[src/rtl/avg_batch_feeder_if.sv]
// ============================================================================
// Module   : avg_batch_feeder_if
// Brief    : Sample stream, HLSM handshake and result stream of the batch feeder.
// Revision : 1.0
// ============================================================================
`default_nettype none

interface avg_batch_feeder_if;
  logic              in_valid;
  logic              in_ready;
  logic signed [7:0] in_data;
  logic signed [7:0] num_cfg;
  logic              hlsm_start;
  logic              hlsm_done;
  logic signed [7:0] hlsm_avg;
  logic signed [7:0] a, b, c, d, e, f, g, h;
  logic signed [7:0] num;
  logic              out_valid;
  logic              out_ready;
  logic signed [7:0] out_avg;
  logic              err_div0;
  logic              err_timeout;

  // Environment side: sample producer, HLSM and result consumer.
  modport master (
    output in_valid, in_data, num_cfg, hlsm_done, hlsm_avg, out_ready,
    input  in_ready, hlsm_start, a, b, c, d, e, f, g, h, num,
    input  out_valid, out_avg, err_div0, err_timeout
  );

  modport slave (
    input  in_valid, in_data, num_cfg, hlsm_done, hlsm_avg, out_ready,
    output in_ready, hlsm_start, a, b, c, d, e, f, g, h, num,
    output out_valid, out_avg, err_div0, err_timeout
  );
endinterface

`default_nettype wire

[src/rtl/avg_batch_feeder.sv]
// ============================================================================
// Module   : avg_batch_feeder
// Brief    : Collects 8 samples, launches the HLSM averager, buffers its result.
// Revision : 1.0
// ============================================================================
`default_nettype none

module avg_batch_feeder #(
  parameter int TIMEOUT = 32
) (
  input logic               Clk,
  input logic               Rst,
  avg_batch_feeder_if.slave bus
);

  localparam int c_TMO_W = $clog2(TIMEOUT + 1);

  typedef enum logic [1:0] {
    FILL      = 2'd0,
    LAUNCH    = 2'd1,
    WAIT_DONE = 2'd2,
    OUT       = 2'd3
  } state_t;

  state_t             r_state;
  state_t             w_state_nxt;
  logic        [2:0]  r_cnt;
  logic [c_TMO_W-1:0] r_tmo;
  logic [c_TMO_W-1:0] w_tmo_inc;
  logic signed [7:0]  r_slot [8];
  logic signed [7:0]  r_num;
  logic signed [7:0]  r_out_avg;
  logic               r_err_div0;
  logic               r_err_timeout;
  logic               w_in_ready;
  logic               w_accept;
  logic               w_last;
  logic               w_capture;
  logic               w_timeout;

  assign w_in_ready = (r_state == FILL) && !Rst;
  assign w_tmo_inc  = r_tmo + 1'b1;

  always_comb begin
    w_state_nxt = r_state;
    w_accept    = 1'b0;
    w_last      = 1'b0;
    w_capture   = 1'b0;
    w_timeout   = 1'b0;
    case (r_state)
      FILL: begin
        if (bus.in_valid && w_in_ready) begin
          w_accept = 1'b1;
          if (r_cnt == 3'd7) begin
            w_last      = 1'b1;
            w_state_nxt = LAUNCH;
          end
        end
      end
      LAUNCH:
        w_state_nxt = WAIT_DONE;
      WAIT_DONE: begin
        // Done takes priority over a timeout landing in the same cycle.
        if (bus.hlsm_done) begin
          w_capture   = 1'b1;
          w_state_nxt = OUT;
        end else if (w_tmo_inc == c_TMO_W'(TIMEOUT)) begin
          w_timeout   = 1'b1;
          w_state_nxt = FILL;
        end
      end
      OUT: begin
        if (bus.out_ready) w_state_nxt = FILL;
      end
      default:
        w_state_nxt = FILL;
    endcase
  end

  always_ff @(posedge Clk) begin
    if (Rst) begin
      r_state       <= FILL;
      r_cnt         <= 3'd0;
      r_tmo         <= '0;
      r_num         <= 8'sd0;
      r_out_avg     <= 8'sd0;
      r_err_div0    <= 1'b0;
      r_err_timeout <= 1'b0;
      for (int i = 0; i < 8; i++) r_slot[i] <= 8'sd0;
    end else begin
      r_state <= w_state_nxt;
      if (w_accept) begin
        r_slot[r_cnt] <= bus.in_data;
        r_cnt         <= w_last ? 3'd0 : r_cnt + 3'd1;
      end
      // A zero divisor would hang or corrupt the HLSM; substitute the batch size.
      if (w_last) begin
        if (bus.num_cfg == 8'sd0) begin
          r_num      <= 8'sd8;
          r_err_div0 <= 1'b1;
        end else begin
          r_num <= bus.num_cfg;
        end
      end
      if (r_state == LAUNCH)         r_tmo <= '0;
      else if (r_state == WAIT_DONE) r_tmo <= w_tmo_inc;
      if (w_capture) r_out_avg     <= bus.hlsm_avg;
      if (w_timeout) r_err_timeout <= 1'b1;
    end
  end

  assign bus.in_ready    = w_in_ready;
  assign bus.hlsm_start  = (r_state == LAUNCH);
  assign bus.out_valid   = (r_state == OUT);
  assign bus.out_avg     = r_out_avg;
  assign bus.num         = r_num;
  assign bus.err_div0    = r_err_div0;
  assign bus.err_timeout = r_err_timeout;
  assign bus.a = r_slot[0];
  assign bus.b = r_slot[1];
  assign bus.c = r_slot[2];
  assign bus.d = r_slot[3];
  assign bus.e = r_slot[4];
  assign bus.f = r_slot[5];
  assign bus.g = r_slot[6];
  assign bus.h = r_slot[7];

endmodule

`default_nettype wire

[src/flat_wrapper.sv]
// flat-port wrapper written by rule: the top's interface ports become plain ports
module avg_batch_feeder_flat 
#(
  parameter int TIMEOUT = 32
)
  (Clk, Rst, bus_in_valid, bus_in_data, bus_num_cfg, bus_hlsm_done, bus_hlsm_avg, bus_out_ready, bus_in_ready, bus_hlsm_start, bus_a, bus_b, bus_c, bus_d, bus_e, bus_f, bus_g, bus_h, bus_num, bus_out_valid, bus_out_avg, bus_err_div0, bus_err_timeout);
  avg_batch_feeder_if bus_i ();
  input logic Clk;
  input logic Rst;
  input wire logic [$bits(bus_i.in_valid)-1:0] bus_in_valid;
  input wire logic [$bits(bus_i.in_data)-1:0] bus_in_data;
  input wire logic [$bits(bus_i.num_cfg)-1:0] bus_num_cfg;
  input wire logic [$bits(bus_i.hlsm_done)-1:0] bus_hlsm_done;
  input wire logic [$bits(bus_i.hlsm_avg)-1:0] bus_hlsm_avg;
  input wire logic [$bits(bus_i.out_ready)-1:0] bus_out_ready;
  output wire logic [$bits(bus_i.in_ready)-1:0] bus_in_ready;
  output wire logic [$bits(bus_i.hlsm_start)-1:0] bus_hlsm_start;
  output wire logic [$bits(bus_i.a)-1:0] bus_a;
  output wire logic [$bits(bus_i.b)-1:0] bus_b;
  output wire logic [$bits(bus_i.c)-1:0] bus_c;
  output wire logic [$bits(bus_i.d)-1:0] bus_d;
  output wire logic [$bits(bus_i.e)-1:0] bus_e;
  output wire logic [$bits(bus_i.f)-1:0] bus_f;
  output wire logic [$bits(bus_i.g)-1:0] bus_g;
  output wire logic [$bits(bus_i.h)-1:0] bus_h;
  output wire logic [$bits(bus_i.num)-1:0] bus_num;
  output wire logic [$bits(bus_i.out_valid)-1:0] bus_out_valid;
  output wire logic [$bits(bus_i.out_avg)-1:0] bus_out_avg;
  output wire logic [$bits(bus_i.err_div0)-1:0] bus_err_div0;
  output wire logic [$bits(bus_i.err_timeout)-1:0] bus_err_timeout;
  assign bus_i.in_valid = bus_in_valid;
  assign bus_i.in_data = bus_in_data;
  assign bus_i.num_cfg = bus_num_cfg;
  assign bus_i.hlsm_done = bus_hlsm_done;
  assign bus_i.hlsm_avg = bus_hlsm_avg;
  assign bus_i.out_ready = bus_out_ready;
  assign bus_in_ready = bus_i.in_ready;
  assign bus_hlsm_start = bus_i.hlsm_start;
  assign bus_a = bus_i.a;
  assign bus_b = bus_i.b;
  assign bus_c = bus_i.c;
  assign bus_d = bus_i.d;
  assign bus_e = bus_i.e;
  assign bus_f = bus_i.f;
  assign bus_g = bus_i.g;
  assign bus_h = bus_i.h;
  assign bus_num = bus_i.num;
  assign bus_out_valid = bus_i.out_valid;
  assign bus_out_avg = bus_i.out_avg;
  assign bus_err_div0 = bus_i.err_div0;
  assign bus_err_timeout = bus_i.err_timeout;
  avg_batch_feeder #(.TIMEOUT(TIMEOUT)) u_core (.Clk(Clk), .Rst(Rst), .bus(bus_i));
endmodule
[config.mk]
export PLATFORM = sky130hd
export DESIGN_NAME = avg_batch_feeder_flat
export DESIGN_NICKNAME = d
export VERILOG_FILES = /design/src/rtl/avg_batch_feeder_if.sv /design/src/rtl/avg_batch_feeder.sv /design/src/flat_wrapper.sv
export SDC_FILE = /design/constraint.sdc
export NUM_CORES = 1
export LEC_CHECK = 0
export BUFFER_PORTS_ARGS = -buffer_cell sky130_fd_sc_hd__buf_2
export CORE_MARGIN = 8
export CORE_UTILIZATION = 55
export CTS_CLUSTER_DIAMETER = 150
export CTS_CLUSTER_SIZE = 14
export DETAILED_ROUTE_END_ITERATION = 8
export PLACE_DENSITY = 0.85
export SETUP_SLACK_MARGIN = 0.05
export SYNTH_ARGS = -nofsm -noshare
export SYNTH_HDL_FRONTEND = slang
export SYNTH_SLANG_ARGS = --single-unit
[constraint.sdc]
create_clock -name Clk -period 4.4 [get_ports Clk]
set_clock_uncertainty 0.1 [all_clocks]
set_input_delay 0 -clock Clk [delete_from_list [all_inputs] [get_ports Clk]]
set_output_delay 0 -clock Clk [all_outputs]
set_load 0.01 [all_outputs]
==> metrics.log <==
INFO  metric overflow = 0
INFO  metric worst_slew_pin_tran = 0.7285 ns
INFO  metric antenna_left = 0
INFO  metric setup_repair_after_global_routing_missed_its_margin = false
INFO  metric finalMaxSlewViolations = 0
INFO  metric worstPathArrival = ~2.7 ns
INFO  metric netlist.top_cell.by_area = edfxtp_1
INFO  metric maxSlewHeadroom = 0.5111
INFO  metric worst_hold_path_type = in2reg
INFO  metric synth_fp_nets = 340
INFO  metric fp.coreArea = approximately 0.0067 sq mm
INFO  metric numPlacedInstances = 490
INFO  metric rows = 30
INFO  metric critical_path.reg2reg.startpoint = u_core.r_state[1]
INFO  metric drt_drc_violations_left = 0
INFO  metric final_critical_path_setup_slack = ~1.9 ns
INFO  metric synthArstFlopShare = 0
INFO  metric cts_num_sinks = just over 90
INFO  metric min_period_over_period = 0.5785
INFO  metric clk_pin_slew = 0.09 ns
INFO  metric layout.cells.non_filler = 540
INFO  metric power.density_cell_area = 340.0 mW/mm^2
INFO  metric wl = between 9 and 10 mm
INFO  metric global_route_wire_length_before_repair = 15.39 mm
INFO  metric synthCells = 308
INFO  metric max_freq = 0.3928 GHz
INFO  metric setup.worst_path.start_class = flop
INFO  metric n_antenna_cell = 0
INFO  metric place.gp.congestion = approximately 0.8
INFO  metric post_synth_instance_area = 0.003739 sq mm
INFO  metric starting_density_of_the_core = 0.5596
INFO  metric die-area = between 0.009 and 0.01 sq mm
INFO  metric detailed_place.area = 0.004359 sq mm
INFO  metric r2r_setup_slack = approximately 1.9 ns
INFO  metric yosys.cell_count.top_type = and2_1
INFO  metric finalSetupViolCount = 0
INFO  metric yosys_register_bits = a little over 90
INFO  metric outcome = finished, final reports clean
INFO  metric post_drt_via_cell_ratio = 5.320
INFO  metric setup_bufs_post_cts = 0
INFO  metric maxCapViolCount = 0
INFO  metric worstHoldEndpoint = u_core.r_state[0]
INFO  metric via_count = between 2000 and 3000
INFO  metric areaGrowthSynthToFinish = 31.02%
INFO  metric grt_antenna_before_repair = 0
INFO  metric cts_max_level = 3
INFO  metric drt-wirelength-per-cell = 17.40 um
INFO  metric min-delay-start = bus_hlsm_done
INFO  metric fin_total_pwr = 1.666 mW
INFO  metric pin_count = 114
INFO  metric cts_inserted_buffers = 9
INFO  metric seq_area_frac_synth = 0.6693
INFO  metric peak_supply_drop = 0.1989 mV
INFO  metric horizontal_extent_of_the_die = 98.45 um
INFO  metric synth_top_area_frac = 0.5141
INFO  metric number_of_input_and_output_port_buffers_inserted = 113
INFO  metric detail_route.iter0.violations = just under 200
INFO  metric critical_path.reg2reg.endpoint = u_core.bus.out_avg[3]
INFO  metric cp-end-kind = flop
INFO  metric p_leak = about 2 nW
INFO  metric pin_count_of_the_biggest_net_entering_global_routing = 32
INFO  metric fp.dieH = about 98 um
INFO  metric worstRegToRegCells = 4
INFO  metric ctsHoldBuffers = 34
INFO  metric cts.root.buffer_cell = clkbuf_8
INFO  metric setup.worst_path.class = reg2reg
INFO  metric drive_above_1_share = 0.2913
INFO  metric dpl_worst_slack = between 2 and 2.5 ns
INFO  metric place.detailed.hpwl = 6.252 mm
INFO  metric ys_top_cells_by_area = edfxtp_1, dfxtp_1, and2_1
INFO  metric clock_path_buffers = 2
INFO  metric final_cell_area = 0.004898 sq mm
INFO  metric drt_pass1_iterations = 4
INFO  metric worst_path_required = 4.58 ns
INFO  metric post_synthesis_area_per_instance = approximately 12 sq um
INFO  metric yosys.cell_types.count = slightly above 40
INFO  metric clock_latency_of_the_later_clocked_register_in_the_worst_skew_pair = around 0.35 ns
INFO  metric worst_hold_path_stage_count = 3
INFO  metric final.min_clock_period = between 2 and 3 ns
INFO  metric post_cts.resized_instances = 0
INFO  metric ys_dominant_reg_cell = edfxtp_1
INFO  metric gr-usage-all-layers = 0.1992
INFO  metric cts_tree = yes
INFO  metric timing_hold_violations_final = 0
INFO  metric number_of_flops_mapped_to_enable_cells_by_yosys = 64
INFO  metric worst-path-max-fanout = 21
INFO  metric ys_top_cells_by_count = and2_1, edfxtp_1, nand2_1
INFO  metric final_nets = 487
INFO  metric vias_in_the_first_global_route = just under 3000
INFO  metric final.setup.tns = 0 ns
INFO  metric synth.yosys.warnings = 0
[cells in the final DEF, fill, tap and decap left out, drive strengths merged, types with 2 or more instances in the layout]
master / netlist / layout
clkinv: 0 / 2
ha: 3 / 3
or2: 2 / 2
a21oi: 23 / 23
dlygate4sd3: 0 / 34
nand4b: 3 / 3
o2bb2ai: 2 / 2
nand2b: 5 / 5
dfxtp: 29 / 29
nor2: 11 / 11
o21ai: 6 / 6
nand3: 10 / 10
clkbuf: 7 / 10
and2: 66 / 66
nor2b: 2 / 2
o211ai: 2 / 2
nand2: 39 / 39
nor4: 2 / 2
nor3: 4 / 4
clkinvlp: 0 / 2
inv: 2 / 3
buf: 4 / 113
a31oi: 4 / 4
nor3b: 2 / 2
edfxtp: 64 / 64
[per-stage QoR]
stage | hold WS [ns] | util
5_1_grt | 0.02283 | 0.7331
3_3_place_gp | 0.1547 | 0.6524
4_1_cts | 0.007250 | 0.7331
6_report | 0.01878 | 0.7331
2_1_floorplan | 0.03598 | -
3_5_place_dp | 0.1596 | 0.6524
[worst max-delay path by stage]
stage,startpoint,cells past startpoint,end,slack [ns]
after detailed placement,u_core.r_state[1],4,u_core.r_slot[0][7],2.06
after global routing,u_core.r_state[1],4,u_core.bus.out_avg[3],1.72
after global placement,u_core.r_state[1],4,u_core.r_slot[1][1],2.16
after floorplan,u_core.r_state[1],4,u_core.r_slot[0][0],2.60
final,u_core.r_state[1],4,u_core.bus.out_avg[3],1.85
after CTS,u_core.r_state[1],4,u_core.bus.out_avg[2],1.93
[per-layer routing]
metal	share of wire	up-vias	track usage
li1	-	1383	-
met1	0.39	1351	0.2202
met5	0	-	0
met4	0.0097	0	0.06021
met3	0.10	9	0.07752
met2	0.49	130	0.3454
[flip-flops by register name, indices dropped and copies added (netlist names)]
register,flops
u_core.bus.num,8
u_core.r_state,2
u_core.r_cnt,3
u_core.r_slot,64
u_core.bus.out_avg,8
u_core.bus.err_timeout,1
u_core.r_tmo,6
u_core.bus.err_div0,1
[logic make-up (layout without fill, tap and decap cells)]
family,count (synthesis),in the layout,share of synthesized area
muxes,2,2,0.005689
buffers and inverters,13,165,0.01406
adders and majority gates,3,3,0.01004
DFF,93,93,0.6693
AOI/OAI and AO/OA,43,43,0.06727
xor gates and xnor gates,1,1,0.002343
and+or+nand+nor,153,153,0.2313
[critical path, stage by stage, from the launching register on]
cell and delay (ns):
dfxtp_1 0.78, nor2b_1 0.67, nand3_1 0.17, dlygate4sd3_1 0.62
a21oi_1 0.13
[where the power goes]
part | leakage [nW] | internal [mW] | total (mW) | switching, mW
Clock | 0.0931 | 0.267 | 0.575 | 0.308
Sequential | 0.897 | 0.960 | 0.970 | 0.0101
Combinational | 1.03 | 0.0501 | 0.121 | 0.0711
Total | 2.02 | 1.28 | 1.67 | 0.389
[final cells by class]
cell class,count,area [sq um]
clock buffers,10,127.6
clock inverters,6,71.32
fillers,442,1783
inverters,2,7.507
multi-input cells,202,1184
flip-flops and latches,93,2502
well taps,80,100.1
repair buffers,147,905.9
Note: power is estimated with default switching activity, not from simulation.
